**src/rtl/pl_reset_sequencer.sv**
```systemverilog
// Releases NUM_STAGES downstream reset domains in ascending order, STAGE_DELAY cycles apart,
// and replays the sequence after an accepted software soft-reset request.
module pl_reset_sequencer #(
  parameter int NUM_STAGES      = 4,
  parameter int STAGE_DELAY     = 16,
  parameter int SOFT_RST_CYCLES = 32
) (
  input  logic                  slowest_sync_clk,
  input  logic                  peripheral_reset,
  input  logic                  soft_reset_req,
  output logic [NUM_STAGES-1:0] stage_aresetn,
  output logic                  seq_done,
  output logic                  seq_busy,
  output logic                  soft_reset_ack
);

  localparam int CNT_MAX = (STAGE_DELAY > SOFT_RST_CYCLES) ? STAGE_DELAY : SOFT_RST_CYCLES;
  localparam int CNT_W   = $clog2(CNT_MAX + 1);
  localparam int IDX_W   = $clog2(NUM_STAGES + 1);

  localparam logic [CNT_W-1:0] STAGE_LAST = CNT_W'(STAGE_DELAY - 1);
  localparam logic [CNT_W-1:0] SOFT_LAST  = CNT_W'(SOFT_RST_CYCLES - 1);
  localparam logic [IDX_W-1:0] IDX_END    = IDX_W'(NUM_STAGES);

  localparam logic [1:0] ST_HOLD = 2'd0;
  localparam logic [1:0] ST_SEQ  = 2'd1;
  localparam logic [1:0] ST_DONE = 2'd2;
  localparam logic [1:0] ST_SOFT = 2'd3;

  logic [1:0]            state_reg, state_next;
  logic [CNT_W-1:0]      cnt_reg, cnt_next;
  logic [IDX_W-1:0]      idx_reg, idx_next;
  logic [NUM_STAGES-1:0] stage_reg, stage_next;
  logic                  done_reg, done_next;
  logic                  busy_reg, busy_next;
  logic                  ack_reg, ack_next;
  logic                  req_prev_reg;

  logic stage_match;
  logic soft_accept;

  // Only DONE listens for requests; the edge register samples every cycle so a level
  // held high across entry into DONE never looks like a fresh edge.
  assign soft_accept = (state_reg == ST_DONE) && soft_reset_req && !req_prev_reg;
  assign stage_match = (state_reg == ST_SEQ) && (idx_reg != IDX_END) && (cnt_reg == STAGE_LAST);

  generate
    for (genvar gi = 0; gi < NUM_STAGES; gi++) begin : g_stage
      assign stage_next[gi] = soft_accept ? 1'b0
                            : (stage_reg[gi] | (stage_match && (idx_reg == IDX_W'(gi))));
    end
  endgenerate

  always_comb begin
    state_next = state_reg;
    cnt_next   = cnt_reg;
    idx_next   = idx_reg;
    done_next  = done_reg;
    busy_next  = busy_reg;
    ack_next   = 1'b0;
    case (state_reg)
      ST_HOLD: begin
        state_next = ST_SEQ;
        cnt_next   = '0;
        idx_next   = '0;
        done_next  = 1'b0;
        busy_next  = 1'b1;
      end
      ST_SEQ: begin
        if (idx_reg == IDX_END) begin
          state_next = ST_DONE;
          cnt_next   = '0;
          done_next  = 1'b1;
          busy_next  = 1'b0;
        end else if (cnt_reg == STAGE_LAST) begin
          cnt_next = '0;
          idx_next = idx_reg + IDX_W'(1);
        end else begin
          cnt_next = cnt_reg + CNT_W'(1);
        end
      end
      ST_DONE: begin
        if (soft_accept) begin
          state_next = ST_SOFT;
          cnt_next   = '0;
          done_next  = 1'b0;
          busy_next  = 1'b1;
          ack_next   = 1'b1;
        end
      end
      ST_SOFT: begin
        if (cnt_reg == SOFT_LAST) begin
          state_next = ST_SEQ;
          cnt_next   = '0;
          idx_next   = '0;
        end else begin
          cnt_next = cnt_reg + CNT_W'(1);
        end
      end
      default: begin
        state_next = ST_HOLD;
        cnt_next   = '0;
        idx_next   = '0;
        done_next  = 1'b0;
        busy_next  = 1'b1;
      end
    endcase
  end

  always_ff @(posedge slowest_sync_clk or posedge peripheral_reset) begin
    if (peripheral_reset) begin
      state_reg    <= ST_HOLD;
      cnt_reg      <= '0;
      idx_reg      <= '0;
      stage_reg    <= '0;
      done_reg     <= 1'b0;
      busy_reg     <= 1'b1;
      ack_reg      <= 1'b0;
      req_prev_reg <= 1'b0;
    end else begin
      state_reg    <= state_next;
      cnt_reg      <= cnt_next;
      idx_reg      <= idx_next;
      stage_reg    <= stage_next;
      done_reg     <= done_next;
      busy_reg     <= busy_next;
      ack_reg      <= ack_next;
      req_prev_reg <= soft_reset_req;
    end
  end

  assign stage_aresetn  = stage_reg;
  assign seq_done       = done_reg;
  assign seq_busy       = busy_reg;
  assign soft_reset_ack = ack_reg;

endmodule

```
**config.mk**
```make
export PLATFORM = sky130hd
export DESIGN_NAME = pl_reset_sequencer
export DESIGN_NICKNAME = d
export VERILOG_FILES = /design/src/rtl/pl_reset_sequencer.sv
export SDC_FILE = /design/constraint.sdc
export NUM_CORES = 1
export LEC_CHECK = 0
export ABC_CLOCK_PERIOD_IN_PS = 2500
export CAP_MARGIN = 20
export CELL_PAD_IN_SITES_DETAIL_PLACEMENT = 0
export CELL_PAD_IN_SITES_GLOBAL_PLACEMENT = 1
export CORE_UTILIZATION = 47
export DETAILED_ROUTE_END_ITERATION = 10
export PLACE_DENSITY = 0.88
export SYNTH_ARGS = -nofsm -noshare
export SYNTH_HDL_FRONTEND = slang
export SYNTH_SLANG_ARGS = --single-unit
```
**constraint.sdc**
```tcl
create_clock -name slowest_sync_clk -period 2.5 [get_ports slowest_sync_clk]
set_input_delay 0.5 -clock slowest_sync_clk [delete_from_list [all_inputs] [get_ports slowest_sync_clk]]
set_output_delay 0.5 -clock slowest_sync_clk [all_outputs]
set_load 0.05 [all_outputs]
```
==> flow_summary_export.csv <==
group,metric,value,unit
sta,drv_slew,0,
logic_synthesis,synth_area,1086,um2
floorplanning,die_w,50.07,um
sta,maxClockFrequency,471.1,MHz
setup_path,path_max_fanout,2,
clocking,cts_tree,"done",
logic_synthesis,syn_nets,122,
power_and_ir_drop,p_per_area,393.8,nW/um2
grt,grt_max_degree,20,
layout,final_common_cell,"dfrtp_1",
grt,grt_pass1_vias,783,
logic_synthesis,synth_edf_count,0,
drt,drc_errors,0,
sta,setup_viol,0,
clocking,cts_sinks,19,
drt,via_per_inst,5.547,
setup_path,path_delay_family,"buffers and inverters",
sta,timing.hold.ws,0.4739,ns
logic_synthesis,synth_top_cell_area_share,41.47,%
layout,nNetsFinal,135,
floorplanning,placementRows,17,
clocking,clockBufferDepth,2,
layout,largest_reg_flops,6,
clocking,cts-root-buf,"clkbuf_4",
flow_run,max_cap_violations,0,
placed_design,io_buffers,9,
sta,relSlewSlack,53.02,%
sta,rsz0062_at_grt,"no",
floorplanning,die_area,2507,um2
layout,antenna-diode-count,0,
drt,detail_route.wl_per_cell,13.22,um
drt,dr.pass1.iters,4,
setup_path,crit_type,"reg2out",
grt,antenna_found_initial,0,
status,status,"finished, final reports clean",
drt,vias,821,
sta,clock_skew,0.006504,ns
setup_path,slowest_delay,0.79,ns
layout,drive_gt1_share,8.333,%
floorplanning,ios,10,
sta,fin_crit,2.123,ns
layout,fin_util,56.25,%
grt,grt_pass1_wl,3601,um
setup_path,cp-start-kind,"flip-flop",
power_and_ir_drop,finalPower,0.0004854,W
clocking,clk_latency,0.30,ns
setup_path,arrival,1.62,ns
power_and_ir_drop,vdd_drop_max,0.4137,mV
logic_synthesis,synth_seq_area_share,43.89,%
worst_hold_path,hp-class,"reg2reg",
logic_synthesis,synth_area_leaders,"dfrtp_1, ha_1, inv_1",
logic_synthesis,synthArstFlopShare,100.0,%
drt,drt-initial-drc-count,13,
logic_synthesis,synth.largest_area_cell,"dfrtp_1",
logic_synthesis,synth_top_flop_cell,"dfrtp_1",
clocking,cts_buffers,3,
layout,instances_no_fill,148,
logic_synthesis,syn_inst,108,
drt,postRouteAntennaNets,0,
placed_design,dp_hpwl,1509,um
power_and_ir_drop,leakage,0.5781,nW
setup_path,path_buf_inv,1,
setup_path,worst_setup_path_end_kind,"output port",
clocking,htree_num_levels,1,
sta,fin_crit_sh,84.91,%
logic_synthesis,ys_types,39,
clocking,hold_buffers,0,
layout,area_growth,13.48,%
setup_path,worst_path_max_delay_cell,"clkdlybuf4s50_1",
layout,final_cell_mix,"dfrtp_1, inv_1, ha_1, nand2_1, clkdlybuf4s50_1",
clocking,cts_setup_buffers,0,
sta,hold_violations,0,
clocking,clk_pin_slew,0.09,ns
drt,wirelength,1956,um
logic_synthesis,yosysWarnings,0,
grt,grt_usage,19.42,%
floorplanning,initial_utilization,49.57,%
logic_synthesis,yosys_register_bits,19,
logic_synthesis,syn_avg_cell_area,10.06,um2
sta,tightest_slew,0.7040,ns
placed_design,place_inst,144,
floorplanning,coreArea,2191,um2
setup_path,required,2.00,ns
grt,overflow,0,
floorplanning,die_y,50.07,um
placed_design,gp_congestion,0.8431,
setup_path,cp_cell_sequence,"clkdlybuf4s50_1",
clocking,cts_resized,0,
sta,fin_tns_setup,0,ns
==> stage by stage <==
step / cell area, um2 / setup WS [ns]
2_1_floorplan: 1086 / 0.8145
3_3_place_gp: 1206 / 0.5414
3_5_place_dp: 1206 / 0.5042
4_1_cts: 1232 / 0.3666
5_1_grt: 1232 / 0.3326
6_report: 1232 / 0.3772
==> cells in the mapped netlist (2+ instances only) <==
master	number
or3_1	2
inv_1	11
o211ai_1	2
nand2_1	10
dfrtp_1	18
nand3_1	4
nor2_1	8
mux2i_1	3
o21ai_0	5
a31oi_1	2
a21boi_0	2
a21oi_1	4
ha_1	11
==> final cells by class <==
cell class,instances,area (um2)
Fill cell,189,958.4
Multi-Input combinational cell,75,548.0
Sequential cell,19,476.7
Timing Repair Buffer,11,105.1
Inverter,11,41.29
Tap cell,28,35.03
Clock buffer,4,26.28
==> layer usage <==
| layer | vias to the layer above | GRT usage (%) | share of wire, % |
|---|---|---|---|
| li1 | 401 | - | - |
| met1 | 404 | 26.20 | 47 |
| met2 | 11 | 29.11 | 48 |
| met3 | 5 | 5.556 | 3.5 |
| met4 | 0 | 7.143 | 1.4 |
| met5 | - | 0 | 0 |
==> kinds of logic (layout without fill, tap and decap cells) <==
group / after synthesis / after routing / share of synthesized area [%]
and+or+nand+nor: 35 / 35 / 17.17
muxes: 4 / 4 / 3.802
AOI/OAI and AO/OA: 25 / 25 / 16.82
buffers and inverters: 14 / 26 / 5.644
DFF: 19 / 19 / 43.89
adders and majority gates: 11 / 11 / 12.67
==> report_power, final <==
group	total, W	internal, W	switching (W)	leakage [nW]
combinational	0.0000226	0.00000767	0.0000149	0.333
clock	0.000152	0.0000622	0.0000899	0.0150
sequential	0.000311	0.000310	0.00000104	0.230
total	0.000485	0.000380	0.000106	0.578
==> final timing paths <==
path / start / to / slack [ns] / depth (start not counted)
setup / recovery: seq_busy / seq_busy / 0.38 / 1
hold / removal: seq_busy / seq_busy / 0.47 / 2
setup reg to reg: cnt_reg[0] / idx_reg[0] / 0.56 / 5
hold reg to reg: seq_busy / seq_busy / 0.47 / 2
max in group asynchronous: peripheral_reset / cnt_reg[1] / 1.45 / 2
min in group asynchronous: peripheral_reset / idx_reg[2] / 0.60 / 2
No activity file was read; power rests on OpenSTA's default activity.
